$ cat src/rtl/rr_resp_router.sv
// Return-path router: remembers which master each root grant belonged to and
// steers the in-order slave response back to that master one cycle later.
module rr_resp_router #(
    parameter int NumOut         = 32,
    parameter int DataWidth      = 32,
    parameter int MaxOutstanding = 4,
    localparam int IdxWidth      = (NumOut > 1) ? $clog2(NumOut) : 1,
    localparam int CntWidth      = $clog2(MaxOutstanding + 1)
) (
    input  logic                 clk_i,
    input  logic                 rst_i,
    input  logic                 push_i,
    input  logic [IdxWidth-1:0]  push_idx_i,
    input  logic                 resp_valid_i,
    input  logic [DataWidth-1:0] resp_data_i,
    output logic [NumOut-1:0]    resp_valid_o,
    output logic [DataWidth-1:0] resp_data_o,
    output logic                 full_o,
    output logic                 empty_o,
    output logic [CntWidth-1:0]  count_o,
    output logic                 overflow_o,
    output logic                 spurious_o
);

    localparam int PtrWidth = (MaxOutstanding > 1) ? $clog2(MaxOutstanding) : 1;
    localparam logic [PtrWidth-1:0] LastPtr = PtrWidth'(MaxOutstanding - 1);
    localparam logic [CntWidth-1:0] FullCnt = CntWidth'(MaxOutstanding);

    // Handshake: push_i and resp_valid_i are single-cycle strobes with no
    // ready; a push is only taken when a slot is free (or freed the same
    // cycle), and a response is only routed when something is outstanding.

    logic [IdxWidth-1:0] idx_mem [MaxOutstanding];
    logic [PtrWidth-1:0] rd_ptr_q, wr_ptr_q;
    logic [CntWidth-1:0] count_q;
    logic                full, empty, pop, push_acc, head_ok;
    logic [IdxWidth-1:0] head_idx;
    logic [NumOut-1:0]   valid_d;

    function automatic logic [PtrWidth-1:0] ptr_inc(input logic [PtrWidth-1:0] p);
        return (p == LastPtr) ? '0 : p + 1'b1;
    endfunction

    assign full     = (count_q == FullCnt);
    assign empty    = (count_q == '0);
    assign pop      = resp_valid_i & ~empty;
    assign push_acc = push_i & (~full | pop);
    assign head_idx = idx_mem[rd_ptr_q];

    assign full_o   = full;
    assign empty_o  = empty;
    assign count_o  = count_q;

    generate
        if (NumOut == 1) begin : g_single
            assign head_ok = 1'b1;
            assign valid_d = pop;
        end else begin : g_multi
            localparam logic [IdxWidth:0] NumOutW = (IdxWidth + 1)'(NumOut);
            // Indices beyond the last master can only appear for
            // non-power-of-2 NumOut; they are reported, not delivered.
            assign head_ok = ({1'b0, head_idx} < NumOutW);
            always_comb begin
                valid_d = '0;
                for (int i = 0; i < NumOut; i++) begin
                    valid_d[i] = pop && (head_idx == IdxWidth'(i));
                end
            end
        end
    endgenerate

    always_ff @(posedge clk_i) begin
        if (push_acc) begin
            idx_mem[wr_ptr_q] <= push_idx_i;
        end
    end

    always_ff @(posedge clk_i or posedge rst_i) begin
        if (rst_i) begin
            rd_ptr_q     <= '0;
            wr_ptr_q     <= '0;
            count_q      <= '0;
            resp_valid_o <= '0;
            resp_data_o  <= '0;
            overflow_o   <= 1'b0;
            spurious_o   <= 1'b0;
        end else begin
            if (push_acc) wr_ptr_q <= ptr_inc(wr_ptr_q);
            if (pop)      rd_ptr_q <= ptr_inc(rd_ptr_q);
            count_q      <= count_q + CntWidth'(push_acc) - CntWidth'(pop);
            resp_valid_o <= valid_d;
            if (pop) resp_data_o <= resp_data_i;
            overflow_o   <= push_i & ~push_acc;
            spurious_o   <= (resp_valid_i & empty) | (pop & ~head_ok);
        end
    end

endmodule
$ cat config.mk
export PLATFORM = sky130hd
export DESIGN_NAME = rr_resp_router
export DESIGN_NICKNAME = d
export VERILOG_FILES = /design/src/rtl/rr_resp_router.sv
export SDC_FILE = /design/constraint.sdc
export NUM_CORES = 1
export LEC_CHECK = 0
export CAP_MARGIN = 20
export CORE_MARGIN = 8
export CORE_UTILIZATION = 49
export DETAILED_ROUTE_END_ITERATION = 7
export HOLD_SLACK_MARGIN = 0.02
export PLACE_DENSITY = 0.84
export REMOVE_ABC_BUFFERS = 1
export SETUP_SLACK_MARGIN = 0.15
export SLEW_MARGIN = 20
export SYNTH_ARGS = -nofsm -noshare
export SYNTH_HDL_FRONTEND = slang
export SYNTH_SLANG_ARGS = --single-unit
$ cat constraint.sdc
create_clock -name clk_i -period 4.4 [get_ports clk_i]
set_clock_uncertainty 0.15 [all_clocks]
set_input_delay 0.44 -clock clk_i [delete_from_list [all_inputs] [get_ports clk_i]]
set_output_delay 0.44 -clock clk_i [all_outputs]
set_load 0.01 [all_outputs]
==> summary.txt, run 1 <==
Clock network
  • Inserted Clock Buffers: 9
  • H-tree Lvls: 3
  • Clk Latency, worst-skew pair: roughly 350 ps
  • Clock Tree Buf Depth: 2
  • CTS tree: done
  • Clock Pin Slew Worst Setup and Hold Paths: approximately 90 ps
  • Post_cts resized: 0
  • Postcts setup bufs: 0
  • Root Driver: clkbuf_8
  • Hold buffer count at cts: 0
  • CTS sink cnt: between 90 and 100

Power
  • Peak VDD IR: around 0.00030 V
  • Pwr dens: 571 nW/um^2
  • Static Leak: around 2.2 nW

Floorplanning
  • Core area: roughly 6800 um^2
  • Die Ht: roughly 100 um
  • Die area: 10000 um^2
  • Initial Utilization: between 50% and 60%
  • Row cnt: 30
  • Io pins: ~110
  • Chip width: 100 um

Yosys
  • Avg Cell Area, Syn: roughly 12 um^2
  • Synth cell types: 30
  • Gate Count Post-Synth: between 200 and 300
  • Yosys reg bits: 93
  • Share of the yosys chip area belonging to registers: between 70% and 80%
  • Yosys Warn Count: 0
  • Cell Area, Synth: ~3500 um^2

Routing
  • M1 WL: between 3000 and 4000 um
  • First drt pass iteration count: 4
  • ANT nets after route: 0
  • Final WL: roughly 8100 um
  • DRT iter0 DRCs: between 80 and 90
  • Vias per cell: 4.76
  • DRC violations left: 0
  • Routed len/inst: between 15 and 20 um
  • Met2 Wirelength: ~4100 um
  • Top Layer Used: met4
  • DR WL met3: about 520 um
  • Vias: 2381

Setup path
  • Setup Crit Path Kind: reg -> out
  • Crit end category: primary output
  • Arrival @ worst endpoint: approximately 2000 ps
  • Max FO, Critical Path: 7
  • Worst setup SP type: flop
  • Worst EP required: roughly 3800 ps

STA
  • Setup TNS: 0 ps
  • Final Hold Viols: 0
  • Final Max Tran Viols: 0
  • Slew HR: 58.5%
  • RSZ-0062 raised after global routing: false
  • Max Clock Freq: just under 0.4 GHz
  • Final setup viols: 0
  • Period utilisation layout: 59.0%
  • Worst slew pin tran: just over 600 ps
  • Final critical-path required period: between 2000 and 3000 ps

Final layout
  • Synth-to-Final Area Change: 42.0%
  • Final instance area: about 4900 um^2
  • Share of cells above drive strength 1: under 10%
  • Final Net Count: around 450
  • Antenna Cells: 0

Flow run
  • Max Cap Viol: 0

GRT
  • Vias in the first global route: 2609
  • First-pass GRT wire length: about 13000 um
  • Initial antenna violation count: 0
  • GRT Overall Usage: between 15 and 20%
  • Overflow after GRT: 0
  • Largest net degree at the start of global routing: 46

Hold path
  • Worst Hold Class: in -> async

Placed design
  • RD Place Congestion: 0.719
  • Detailed Place HPWL: between 5000 and 6000 um
  • Port Buffer Count: between 100 and 150
  • Placed cell area: approximately 4700 um^2

Outcome
  • Outcome: complete, no violations
[cell usage after synthesis]
cell type / count / area (um^2)
or3b_2: 1 / 8.76
inv_1: 5 / 18.8
o21ai_0: 2 / 10.0
buf_1: 2 / 7.51
nand4_1: 1 / 6.26
or4_4: 1 / 11.3
clkbuf_1: 9 / 33.8
edfxtp_1: 20 / 601
xor2_1: 1 / 8.76
nand2_1: 100 / 375
or2_2: 1 / 6.26
o21a_1: 1 / 7.51
a21o_2: 1 / 8.76
buf_6: 1 / 11.3
o31ai_1: 1 / 7.51
nand4b_1: 3 / 26.3
o31a_1: 1 / 8.76
dfrtp_1: 73 / 1830
nor3b_1: 1 / 7.51
mux2_2: 2 / 22.5
xnor2_1: 1 / 8.76
nor3_1: 2 / 10.0
nor2_1: 33 / 124
mux4_1: 2 / 52.6
or4b_4: 3 / 41.3
nand2b_1: 3 / 18.8
and2_1: 5 / 31.3
fa_1: 1 / 20.0
mux4_2: 3 / 67.6
ha_1: 6 / 75.1
[layout by cell type, fill, tap and decap left out, types with 2 or more instances in the layout]
| cell type | netlist | routed |
|---|---|---|
| and2_1 | 5 | 5 |
| buf_4 | 0 | 3 |
| clkbuf_16 | 0 | 2 |
| clkbuf_8 | 0 | 11 |
| clkdlybuf4s50_1 | 0 | 111 |
| dfrtp_1 | 73 | 73 |
| edfxtp_1 | 20 | 20 |
| ha_1 | 6 | 6 |
| inv_1 | 5 | 4 |
| mux2_2 | 2 | 2 |
| mux4_1 | 2 | 2 |
| mux4_2 | 3 | 3 |
| nand2_1 | 100 | 100 |
| nand2b_1 | 3 | 3 |
| nand4b_1 | 3 | 3 |
| nor2_1 | 33 | 33 |
| nor3_1 | 2 | 2 |
| o21ai_0 | 2 | 2 |
| or4b_4 | 3 | 3 |
[logic make-up (layout without fill, tap and decap cells)]
group,count (synthesis),count (layout),synth area share [%]
AO/OA/AOI/OAI,6,6,1.23
XOR/XNOR,2,2,0.506
adder cells (fa/ha/maj),7,7,2.75
buffers and inverters,17,135,2.06
flip-flops,93,93,70.1
multiplexers,7,7,4.12
AND/OR/NAND/NOR,154,154,19.3
[power by group]
| part | internal, mW | switching, mW |
|---|---|---|
| clock | 0.363 | 0.286 |
| combinational | 0.473 | 0.478 |
| sequential | 1.08 | 0.132 |
| total | 1.91 | 0.896 |
[layer usage]
layer	track usage, %	up-vias
li1	-	1150
met1	18.6	1125
met2	28.6	85
met3	4.78	21
met4	9.88	0
met5	0	-
[through the flow]
stage	util (%)	setup WS (ps)	power, mW	hold slack (ps)	cells
2_1_floorplan	-	995	1.68	360	274
6_report	72.0	1800	2.81	328	500
3_3_place_gp	68.5	1620	2.15	307	484
3_5_place_dp	68.5	1540	2.19	312	484
5_1_grt	72.0	1740	2.98	352	500
4_1_cts	72.0	1790	2.84	334	500
[sequential cells by signal (all words and copies together) (netlist names)]
| register | cells |
|---|---|
| count_o | 3 |
| idx_mem | 20 |
| overflow_o | 1 |
| rd_ptr_q | 2 |
| resp_data_o | 32 |
| resp_valid_o | 32 |
| spurious_o | 1 |
| wr_ptr_q | 2 |
[layout make-up]
| type | count | area, um^2 |
|---|---|---|
| flip-flops and latches | 93 | 2430 |
| fillers | 450 | 1910 |
| repair buffers | 114 | 1130 |
| multi-input cells | 176 | 978 |
| clock buffers | 14 | 205 |
| well taps | 96 | 120 |
| clock inverters | 2 | 35.0 |
| inverters | 5 | 18.8 |
[critical path, cell delays in order, from the launching register on]
cell and delay [ps]:
dfrtp_1 490, or3b_2 550, inv_1 80, clkdlybuf4s50_1 540
[worst paths after layout]
| check | end | slack (ps) | startpoint | depth (start not counted) |
|---|---|---|---|---|
| setup / recovery | full_o | 1800 | count_o[1] | 3 |
| hold / removal | resp_data_o[28] | 330 | rst_i | 2 |
| setup reg to reg | count_o[2] | 1950 | count_o[1] | 7 |
| hold reg to reg | resp_data_o[3] | 330 | resp_data_o[3] | 2 |
| max in group asynchronous | resp_valid_o[4] | 2780 | rst_i | 3 |
| min in group clk_i | resp_data_o[3] | 330 | resp_data_o[3] | 2 |
(Power assumes the default switching activity.)
==> run 2: changes to the inputs <==
Settings changed: CORE_UTILIZATION 49 to 46, PLACE_DENSITY 0.84 to 0.8.
Clock period 4.4 ns to 2.4 ns, I/O delays scaled along.
==> summary.txt, run 2 (synthesis results as in run 1) <==
Outcome
  • Outcome: complete, no violations

STA
  • Worst slew pin tran: 382 ps (-239 ps)
  • Final critical-path required period: ~2200 ps
  • RSZ-0062 raised after global routing: true
  • Max Clock Freq: between 0.4 and 0.5 GHz
  • Final Hold Viols: 0 (unchanged)
  • Period utilisation layout: 90.0%
  • Hold WS: 266 ps (-61.8 ps)
  • Slew HR: 74.6% (+16 points)
  • Final setup viols: 0 (unchanged)
  • Final setup margin: 240 ps (-1560 ps)
  • Final Max Tran Viols: 0 (unchanged)

GRT
  • First-pass GRT wire length: 12500 um (-4.1%)
  • GRT Overall Usage: 15.6% (-1.3 points)
  • Overflow after GRT: 0 (unchanged)
  • Initial antenna violation count: 0 (unchanged)
  • Largest net degree at the start of global routing: 50 (+8.7%)
  • Vias in the first global route: 2550 (-2.3%)

Setup path
  • CP max stage cell: dfrtp_1
  • Arrival @ worst endpoint: 2250 ps (+240 ps)
  • FF-to-FF Start: count_o[1]
  • CP Launch Point: count_o[1]
  • Setup Crit Path Kind: reg -> reg
  • CP cell instances: buf_4 > o31a_1 > nand2b_1 > o21ai_0 > ha_1 > fa_1 > xor2_1 > xnor2_1
  • Max FO, Critical Path: 6 (-1)
  • Worst setup SP type: flop
  • Worst EP required: 2490 ps (-1320 ps)
  • Max incr delay on CP: 400 ps (-150 ps)
  • Crit end category: flop

Routing
  • Final WL: 7970 um (-1.8%)
  • ANT nets after route: 0 (unchanged)
  • Vias: 2470 (+3.7%)
  • Top Layer Used: met4
  • Routed len/inst: 15.6 um (-3.7%)
  • Vias per cell: 4.84 (+1.7%)
  • DRC violations left: 0 (unchanged)
  • Met2 Wirelength: 3950 um (-4.0%)
  • M1 WL: 3110 um (-2.3%)
  • DRT iter0 DRCs: 61 (-27%)
  • First drt pass iteration count: 4 (unchanged)
  • DR WL met3: 818 um (+57%)

Power
  • Cell Int Power: 3.41 mW (+78%)
  • Psw: 1.67 mW (+86%)
  • Final Power: 5.07 mW (+81%)
  • Power share of the sequential group: 42.9% (about the same)
  • Clock power frac: 20.8% (-2.3 points)
  • Combinational power share: 36.3% (+2.4 points)
  • Switching Share: 32.8% (+0.94 points)
  • Peak VDD IR: 0.000599 V (+99%)
  • Static Leak: 2.25 nW (+1.7%)
  • Pwr dens: 1020 nW/um^2 (+79%)

Final layout
  • Synth-to-Final Area Change: 43.2%
  • Commonest non-fill, non-tap cell in the layout: clkdlybuf4s50_1
  • Most frequent cells in the layout: clkdlybuf4s50_1, nand2_1, dfrtp_1
  • Final Net Count: 454 (+1.6%)
  • Share of cells above drive strength 1: 9.25% (+1.3 points)
  • Antenna Cells: 0 (unchanged)
  • Largest regs: resp_data_o x32, resp_valid_o x32, idx_mem x20

Placed design
  • Detailed Place HPWL: 6000 um (+2.4%)
  • Port Buffer Count: 111 (unchanged)
  • Post-place setup slack: 145 ps (-1390 ps)
  • RD Place Congestion: 0.743 (+3.4%)

Hold path
  • Hold_sp: resp_data_i[7]
  • Worst Hold Class: in -> reg

Floorplanning
  • Die Ht: 103 um (+2.7%)
  • Core area: 7290 um^2 (+6.7%)
  • Die area: 10600 um^2 (+5.5%)
  • Chip width: 103 um (+2.7%)
  • Initial Utilization: 47.5% (-3.2 points)
  • Io pins: 112 (unchanged)
  • Row cnt: 31 (+3.3%)

Clock network
  • Clk Latency, worst-skew pair: 350 ps (about the same)
  • CTS tree: done
  • Inserted Clock Buffers: 9 (unchanged)
  • Clock Tree Buf Depth: 2 (unchanged)
  • Root Driver: clkbuf_8
  • H-tree Lvls: 3 (unchanged)
  • CTS sink cnt: 93 (unchanged)
  • Clock Pin Slew Worst Setup and Hold Paths: 90 ps (about the same)

Flow run
  • Max Cap Viol: 0 (unchanged)
run 2: cell count changes in the layout (fill, tap and decap cells not counted), sizes merged:
cell and change:
clkdlybuf4s50 -1, clkinv +2, dlymetal6s2s +1, buf +6, inv +2, dlygate4sd3 +1, clkbuf -4
run 2: final cells by class:
class                      count  area, um^2
fill                         547        2330
inverter                       5        18.8
clock buffer                  10         138
sequential                    93        2430
timing repair buffer         121        1200
multi-input combinational    176         981
tap                           99         124
clock inverter                 6        68.8
run 2: timing repair:
item | CTS | global route
endpoints found under the setup margin | 2 | 2
buffers inserted | 0 | 1
resized for setup | 1 | 2
hold buffers | 1 | 0
endpoints found under the hold margin | 8 | 0
run 2: power groups by stage:
stage	combinational (mW)	clock (mW)	sequential (mW)
2_1_floorplan	0.762	0	2.33
3_5_place_dp	1.85	0	2.21
3_3_place_gp	1.80	0	2.19
6_report	1.84	1.06	2.17
4_1_cts	1.87	1.08	2.18
5_1_grt	2.03	1.14	2.22
run 2: worst paths after layout:
check                      slack, ps  depth (start not counted)               end
max                              240                          8        count_o[2]
min                              270                          3    resp_data_o[7]
max reg2reg                      240                          8        count_o[2]
min reg2reg                      330                          2   resp_data_o[13]
max in group asynchronous       1020                          4  resp_valid_o[30]
min in group asynchronous        570                          3    resp_data_o[7]
run 2: per-stage QoR:
| stage | TNS (ps) | instance area [um^2] | cells | util [%] |
|---|---|---|---|---|
| detailed placement | 0 | 4730 | 492 | 64.9 |
| CTS | 0 | 4950 | 509 | 67.9 |
| floorplan | -40540 | 3410 | 274 | - |
| global placement | 0 | 4730 | 492 | 64.9 |
| global route | 0 | 4960 | 510 | 68.0 |
| finish | 0 | 4960 | 510 | 68.0 |
run 2: critical path, delay by kind of cell, from the launching register on:
family	cells	cell delay, ps
buffers and inverters	1	170
AND/OR/NAND/NOR	1	90
flip-flops	1	400
adder cells (fa/ha/maj)	2	570
AO/OA/AOI/OAI	2	400
XOR/XNOR	2	280
run 2: per-layer routing:
layer | up-vias | track usage (%)
li1 | 1170 | -
met1 | 1196 | 17.2
met2 | 97 | 27.1
met3 | 7 | 5.54
met4 | 0 | 5.67
met5 | - | 0
==> run 3: changes to the inputs <==
Settings changed: SKIP_LAST_GASP set to 1.
==> results of run 3 <==
No change in the layout: final DEF, timing and power equal those of run 2.
